File: src/rtl/regfile_2r1w.sv
// Two-read/one-write register file with registered reads, write-to-read bypass and a sweep-clear FSM.
// Optional build macro REGFILE_ZERO_REG_EN hardwires register 0 to zero.
module regfile_2r1w #(
    parameter int WORD_SIZE     = 8,
    parameter int REG_NUM       = 8,
    parameter int REG_ADDR_SIZE = 3
) (
    input  logic                     clock,
    input  logic                     reset_n,
    input  logic                     rd_en,
    input  logic [REG_ADDR_SIZE-1:0] rd_addr1,
    input  logic [REG_ADDR_SIZE-1:0] rd_addr2,
    output logic [WORD_SIZE-1:0]     rd_data1,
    output logic [WORD_SIZE-1:0]     rd_data2,
    output logic                     rd_valid,
    input  logic                     wr_en,
    input  logic [REG_ADDR_SIZE-1:0] wr_addr,
    input  logic [WORD_SIZE-1:0]     wr_data,
    input  logic                     clear_req,
    output logic                     busy,
    output logic                     wr_drop
);

    localparam logic [REG_ADDR_SIZE:0]   REG_NUM_W = (REG_ADDR_SIZE+1)'(REG_NUM);
    localparam logic [REG_ADDR_SIZE-1:0] PTR_LAST  = REG_ADDR_SIZE'(REG_NUM - 1);
`ifdef REGFILE_ZERO_REG_EN
    localparam bit ZERO_REG = 1'b1;
`else
    localparam bit ZERO_REG = 1'b0;
`endif

    typedef enum logic [0:0] {
        ST_IDLE  = 1'b0,
        ST_CLEAR = 1'b1
    } state_t;

    state_t                     state_r;
    state_t                     state_next_s;
    logic [REG_ADDR_SIZE-1:0]   ptr_r;
    logic [REG_ADDR_SIZE-1:0]   ptr_next_s;
    logic [WORD_SIZE-1:0]       mem_r [REG_NUM];
    logic [WORD_SIZE-1:0]       rd_data1_r;
    logic [WORD_SIZE-1:0]       rd_data2_r;
    logic                       rd_valid_r;
    logic                       busy_r;
    logic                       wr_drop_r;
    logic                       wr_in_range_s;
    logic                       wr_zero_s;
    logic                       wr_accept_s;
    logic                       wr_drop_next_s;
    logic [WORD_SIZE-1:0]       rd_word1_s;
    logic [WORD_SIZE-1:0]       rd_word2_s;
    logic [WORD_SIZE-1:0]       rd_next1_s;
    logic [WORD_SIZE-1:0]       rd_next2_s;

    function automatic logic addr_in_range(input logic [REG_ADDR_SIZE-1:0] addr);
        return ({1'b0, addr} < REG_NUM_W);
    endfunction

    // Mid-sweep reads return zero because the array is only partially cleared at that point.
    function automatic logic [WORD_SIZE-1:0] pick_read(
        input logic [REG_ADDR_SIZE-1:0] addr,
        input logic [WORD_SIZE-1:0]     stored,
        input logic [REG_ADDR_SIZE-1:0] waddr,
        input logic [WORD_SIZE-1:0]     wdata,
        input logic                     waccept,
        input logic                     clearing
    );
        logic [WORD_SIZE-1:0] word;
        if (clearing) begin
            word = '0;
        end else if (!addr_in_range(addr)) begin
            word = '0;
        end else if (ZERO_REG && (addr == '0)) begin
            word = '0;
        end else if (waccept && (waddr == addr)) begin
            word = wdata;
        end else begin
            word = stored;
        end
        return word;
    endfunction

    // Write qualification and drop detection
    always_comb begin
        wr_in_range_s  = addr_in_range(wr_addr);
        wr_zero_s      = ZERO_REG && (wr_addr == '0);
        wr_accept_s    = wr_en && (state_r == ST_IDLE) && wr_in_range_s && !wr_zero_s;
        wr_drop_next_s = wr_en && ((state_r == ST_CLEAR) || !wr_in_range_s);
    end

    // Array read mux plus bypass/range/clear masking for both ports
    always_comb begin
        rd_word1_s = '0;
        rd_word2_s = '0;
        for (int i = 0; i < REG_NUM; i++) begin
            rd_word1_s = (rd_addr1 == REG_ADDR_SIZE'(i)) ? mem_r[i] : rd_word1_s;
            rd_word2_s = (rd_addr2 == REG_ADDR_SIZE'(i)) ? mem_r[i] : rd_word2_s;
        end
        rd_next1_s = pick_read(rd_addr1, rd_word1_s, wr_addr, wr_data, wr_accept_s,
                               state_r == ST_CLEAR);
        rd_next2_s = pick_read(rd_addr2, rd_word2_s, wr_addr, wr_data, wr_accept_s,
                               state_r == ST_CLEAR);
    end

    // Sweep-clear next-state and pointer logic
    always_comb begin
        state_next_s = state_r;
        ptr_next_s   = ptr_r;
        case (state_r)
            ST_IDLE: begin
                ptr_next_s = '0;
                if (clear_req) begin
                    state_next_s = ST_CLEAR;
                end else begin
                    state_next_s = ST_IDLE;
                end
            end
            ST_CLEAR: begin
                if (ptr_r == PTR_LAST) begin
                    state_next_s = ST_IDLE;
                    ptr_next_s   = '0;
                end else begin
                    state_next_s = ST_CLEAR;
                    ptr_next_s   = ptr_r + REG_ADDR_SIZE'(1);
                end
            end
            default: begin
                state_next_s = ST_IDLE;
                ptr_next_s   = '0;
            end
        endcase
    end

    // FSM state, sweep pointer and registered status/read outputs
    always_ff @(posedge clock or negedge reset_n) begin
        if (!reset_n) begin
            state_r    <= ST_IDLE;
            ptr_r      <= '0;
            busy_r     <= 1'b0;
            wr_drop_r  <= 1'b0;
            rd_valid_r <= 1'b0;
            rd_data1_r <= '0;
            rd_data2_r <= '0;
        end else begin
            state_r    <= state_next_s;
            ptr_r      <= ptr_next_s;
            busy_r     <= (state_next_s == ST_CLEAR);
            wr_drop_r  <= wr_drop_next_s;
            rd_valid_r <= rd_en;
            if (rd_en) begin
                rd_data1_r <= rd_next1_s;
                rd_data2_r <= rd_next2_s;
            end
        end
    end

    // Storage array: the sweep zeroes one word per cycle, writes land only when idle
    always_ff @(posedge clock or negedge reset_n) begin
        if (!reset_n) begin
            for (int i = 0; i < REG_NUM; i++) begin
                mem_r[i] <= '0;
            end
        end else begin
            for (int i = 0; i < REG_NUM; i++) begin
                if ((state_r == ST_CLEAR) && (ptr_r == REG_ADDR_SIZE'(i))) begin
                    mem_r[i] <= '0;
                end else if (wr_accept_s && (wr_addr == REG_ADDR_SIZE'(i))) begin
                    mem_r[i] <= wr_data;
                end
            end
        end
    end

    assign rd_data1 = rd_data1_r;
    assign rd_data2 = rd_data2_r;
    assign rd_valid = rd_valid_r;
    assign busy     = busy_r;
    assign wr_drop  = wr_drop_r;

endmodule

File: config.mk
export PLATFORM = sky130hd
export DESIGN_NAME = regfile_2r1w
export DESIGN_NICKNAME = d
export VERILOG_FILES = /design/src/rtl/regfile_2r1w.sv
export SDC_FILE = /design/constraint.sdc
export NUM_CORES = 1
export LEC_CHECK = 0
export ABC_AREA = 0
export CORE_UTILIZATION = 50
export CTS_CLUSTER_DIAMETER = 50
export DETAILED_ROUTE_END_ITERATION = 16
export HOLD_SLACK_MARGIN = 0.05
export PLACE_DENSITY = 0.69
export RECOVER_POWER = 50
export SKIP_LAST_GASP = 1
export SYNTH_ARGS = -nofsm -noshare
export SYNTH_HDL_FRONTEND = slang
export SYNTH_SLANG_ARGS = --single-unit
File: constraint.sdc
create_clock -name clock -period 1.94 [get_ports clock]
set_clock_uncertainty 0.1 [all_clocks]
set_input_delay 0.485 -clock clock [delete_from_list [all_inputs] [get_ports clock]]
set_output_delay 0.485 -clock clock [all_outputs]
set_load 0.03 [all_outputs]
==> flow_summary.yaml <==
outcome:
  status: "finished, final reports clean"
final_layout:
  area_growth_pct: 30.72
  diodes: 0
  drive_above_1_share_pct: 24.49
  stdcell_count: 770
  fin_area_um2: 6457
  num-nets-final: 664
  final_core_util_pct: 68.58
power_and_ir_drop:
  finalPower_mw: 6.527
  powerDensity_nw_per_um2: 1011
  p_int_mw: 4.023
  leakage_nw: 2.759
  swShare_pct: 38.36
  seq_power_share_pct: 44.9
  p_switching_mw: 2.504
  clkPwrFrac_pct: 22.8
  ir_worst_vdd_uv: 701.2
  combPwrFrac_pct: 32.3
timing:
  max_slew_margin_pct: 20.11
  fin_ws_ps: 49.14
  final-setup-viol-count: 0
  whs_ps: 367.4
  tightest_slew_ps: 1198
  period_share_pct: 97.47
  drv_slew: 0
  tns_ps: 0
  min_period_ps: 1891
  clock.fmax_mhz: 528.9
  hold_viol: 0
clock_network:
  clkTransAtPathRegs_ps: 100
  clk_latency_ps: 370
  clk_path_buf_depth: 2
  h-tree-depth: 3
  cts_tree: "done"
  cts.sinks: 86
  root_buffer: "clkbuf_8"
  postCtsHoldBufs: 0
  numCtsBuffers: 9
critical_path:
  rr_startpoint: "mem_r[56]"
  path_depth: 8
  cp_num_buf_inv: 4
  cp_top_family: "buffers and inverters"
  endpoint_kind: "flop"
  worstPathRequired_ps: 2080
  critPathLaunchType: "primary input"
  reg2reg_slack_ps: 240
  worstPathCellList: "dlygate4sd2_1 > buf_6 > bufbuf_16 > buf_4 > o21ai_1 > a32oi_1 > a2111oi_4 > o22ai_1"
  cp-startpoint: "rd_addr1[1]"
  cpMaxStageDelayCell: "a2111oi_4"
  cp_max_fo: 6
  worstRegToRegCells: 5
  crit_arrival_ps: 2040
  cpPeakStageDelay_ps: 310
  worstSetupPathType: "primary input to flop"
  crit_end: "rd_data1[5]"
  r2r-end: "rd_data2[0]"
yosys:
  ys_warn_count: 0
  synth_enable_flop_cells: 0
  synth_area_leaders: "dfrtp_1 (44%), nand2_1 (8.1%), o21ai_0 (6.9%)"
  synth_cell_types: 48
  synthArstFlopShare_pct: 100.0
  synth-seq-area-share_pct: 43.57
  syn_nets: 574
  synth_seq_cells: 86
  yosys.area.top_type: "dfrtp_1"
  netlist_area_um2: 4940
  syn_inst: 546
  ys.flop_type: "dfrtp_1"
  synth_top_area_share_pct: 43.57
  syn_area_per_cell_um2: 9.047
routing:
  drc: 0
  antenna_left: 0
  vias_per_cell: 6.088
  wire_per_inst_um: 20.94
  drt-total-wl_um: 16130
  vias: 4688
  drtPass1Iterations: 5
  drt-initial-drc-count: 289
floorplanning:
  num_rows: 35
  core_area_um2: 9415
  dieArea_um2: 10280
  fp.dieH_um: 101.4
  initial_core_util_pct: 52.47
  top_level_ports: 41
  die_w_um: 101.4
global_routing:
  grt_max_degree: 87
  grt-ovfl-total: 0
  antenna_found_initial: 0
  grt_pass1_vias: 4711
  grt.total_usage_pct: 33.64
  grt_pass1_wl_um: 25270
job:
  drv_cap: 0
place:
  dp_worst_setup_slack_ps: -776.0
  io_buffers: 40
  place_area_um2: 5903
  placed_cells: 744
  gp_congestion: 0.9591
  place_hpwl_um: 11700
hold_path:
  hold_path.class: "primary input to asynchronous set/reset pin"
## cells in the final DEF (no fill, tap or decap), drive strengths merged, types with 12 or more instances in the layout
cell,Yosys,final
mux2i,25,25
dfrtp,86,86
buf,23,82
clkbuf,22,13
clkdlybuf4s50,0,12
nand2,106,106
nand3,13,13
o21ai,77,77
nor2,25,25
o22ai,16,16
dlygate4sd2,0,20
inv,23,25
## flip-flops by register name (all words and copies together), names as in the netlist
register	count
busy	1
mem_r	64
ptr_r	3
rd_data1	8
rd_data2	8
rd_valid	1
wr_drop	1
## kinds of logic (layout without fill, tap and decap cells)
logic type | after synthesis | in the layout | share of synthesized area [%]
AOI/OAI and AO/OA | 149 | 149 | 19.15
xor gates and xnor gates | 6 | 6 | 1.064
adders and majority gates | 6 | 6 | 1.520
buffers and inverters | 68 | 163 | 6.535
DFF | 86 | 86 | 43.57
muxes | 38 | 38 | 9.625
and+or+nand+nor | 193 | 193 | 18.54
## power by group through the flow
stage / Sequential [mW] / Combinational (mW) / Clock, mW
2_1_floorplan: 2.80 / 1.17 / 0
3_3_place_gp: 2.90 / 1.93 / 0
3_5_place_dp: 2.91 / 1.99 / 0
4_1_cts: 2.90 / 2.07 / 1.50
5_1_grt: 2.99 / 2.32 / 1.56
6_report: 2.93 / 2.11 / 1.49
## worst min-delay path by stage
| stage | start | slack (ps) | end |
|---|---|---|---|
| CTS | reset_n | 50 | mem_r[23] |
| finish | reset_n | 370 | mem_r[23] |
| floorplan | reset_n | 90 | busy |
| global placement | ptr_r[0] | 380 | ptr_r[0] |
| global route | ptr_r[0] | 420 | ptr_r[0] |
| detailed placement | ptr_r[0] | 390 | ptr_r[0] |
## metal layers
| layer | up-vias | track usage (%) | share of wire [%] |
|---|---|---|---|
| li1 | 2121 | - | - |
| met1 | 2280 | 41.25 | 40 |
| met2 | 228 | 57.51 | 48 |
| met3 | 59 | 5.107 | 7.3 |
| met4 | 0 | 17.61 | 4.5 |
| met5 | - | 0 | 0 |
## layout make-up
class | instances | area [µm²]
Tap cell | 129 | 161.4
Fill cell | 761 | 2958
Sequential cell | 86 | 2152
Clock buffer | 10 | 137.6
Inverter | 23 | 86.33
Multi-Input combinational cell | 392 | 2685
Clock inverter | 6 | 92.59
Timing Repair Buffer | 124 | 1142
## synth_stat cells (3+ instances only)
library cell,count
a2111oi_0,8
a211oi_1,4
a21oi_1,5
a22oi_1,5
a2bb2oi_1,7
a31oi_1,3
a32oi_1,8
a41oi_1,10
and2_1,4
and3_1,3
buf_2,14
buf_6,6
clkbuf_1,21
dfrtp_1,86
ha_1,6
inv_1,22
mux2_2,6
mux2i_1,25
mux4_2,7
nand2_1,106
nand2b_1,10
nand3_1,13
nand3b_1,8
nand4_1,4
nor2_1,24
nor2b_1,9
o21ai_0,68
o21ai_1,9
o22ai_1,16
xnor2_1,6
## what timing repair did
| action | CTS | global route |
|---|---|---|
| cloned | 1 | 1 |
| resized for setup | 74 | 22 |
| setup buffers | 8 | 0 |
| setup endpoints to repair | 34 | 30 |
| pin swaps | 20 | 7 |
Note: power is estimated with default switching activity, not from simulation.
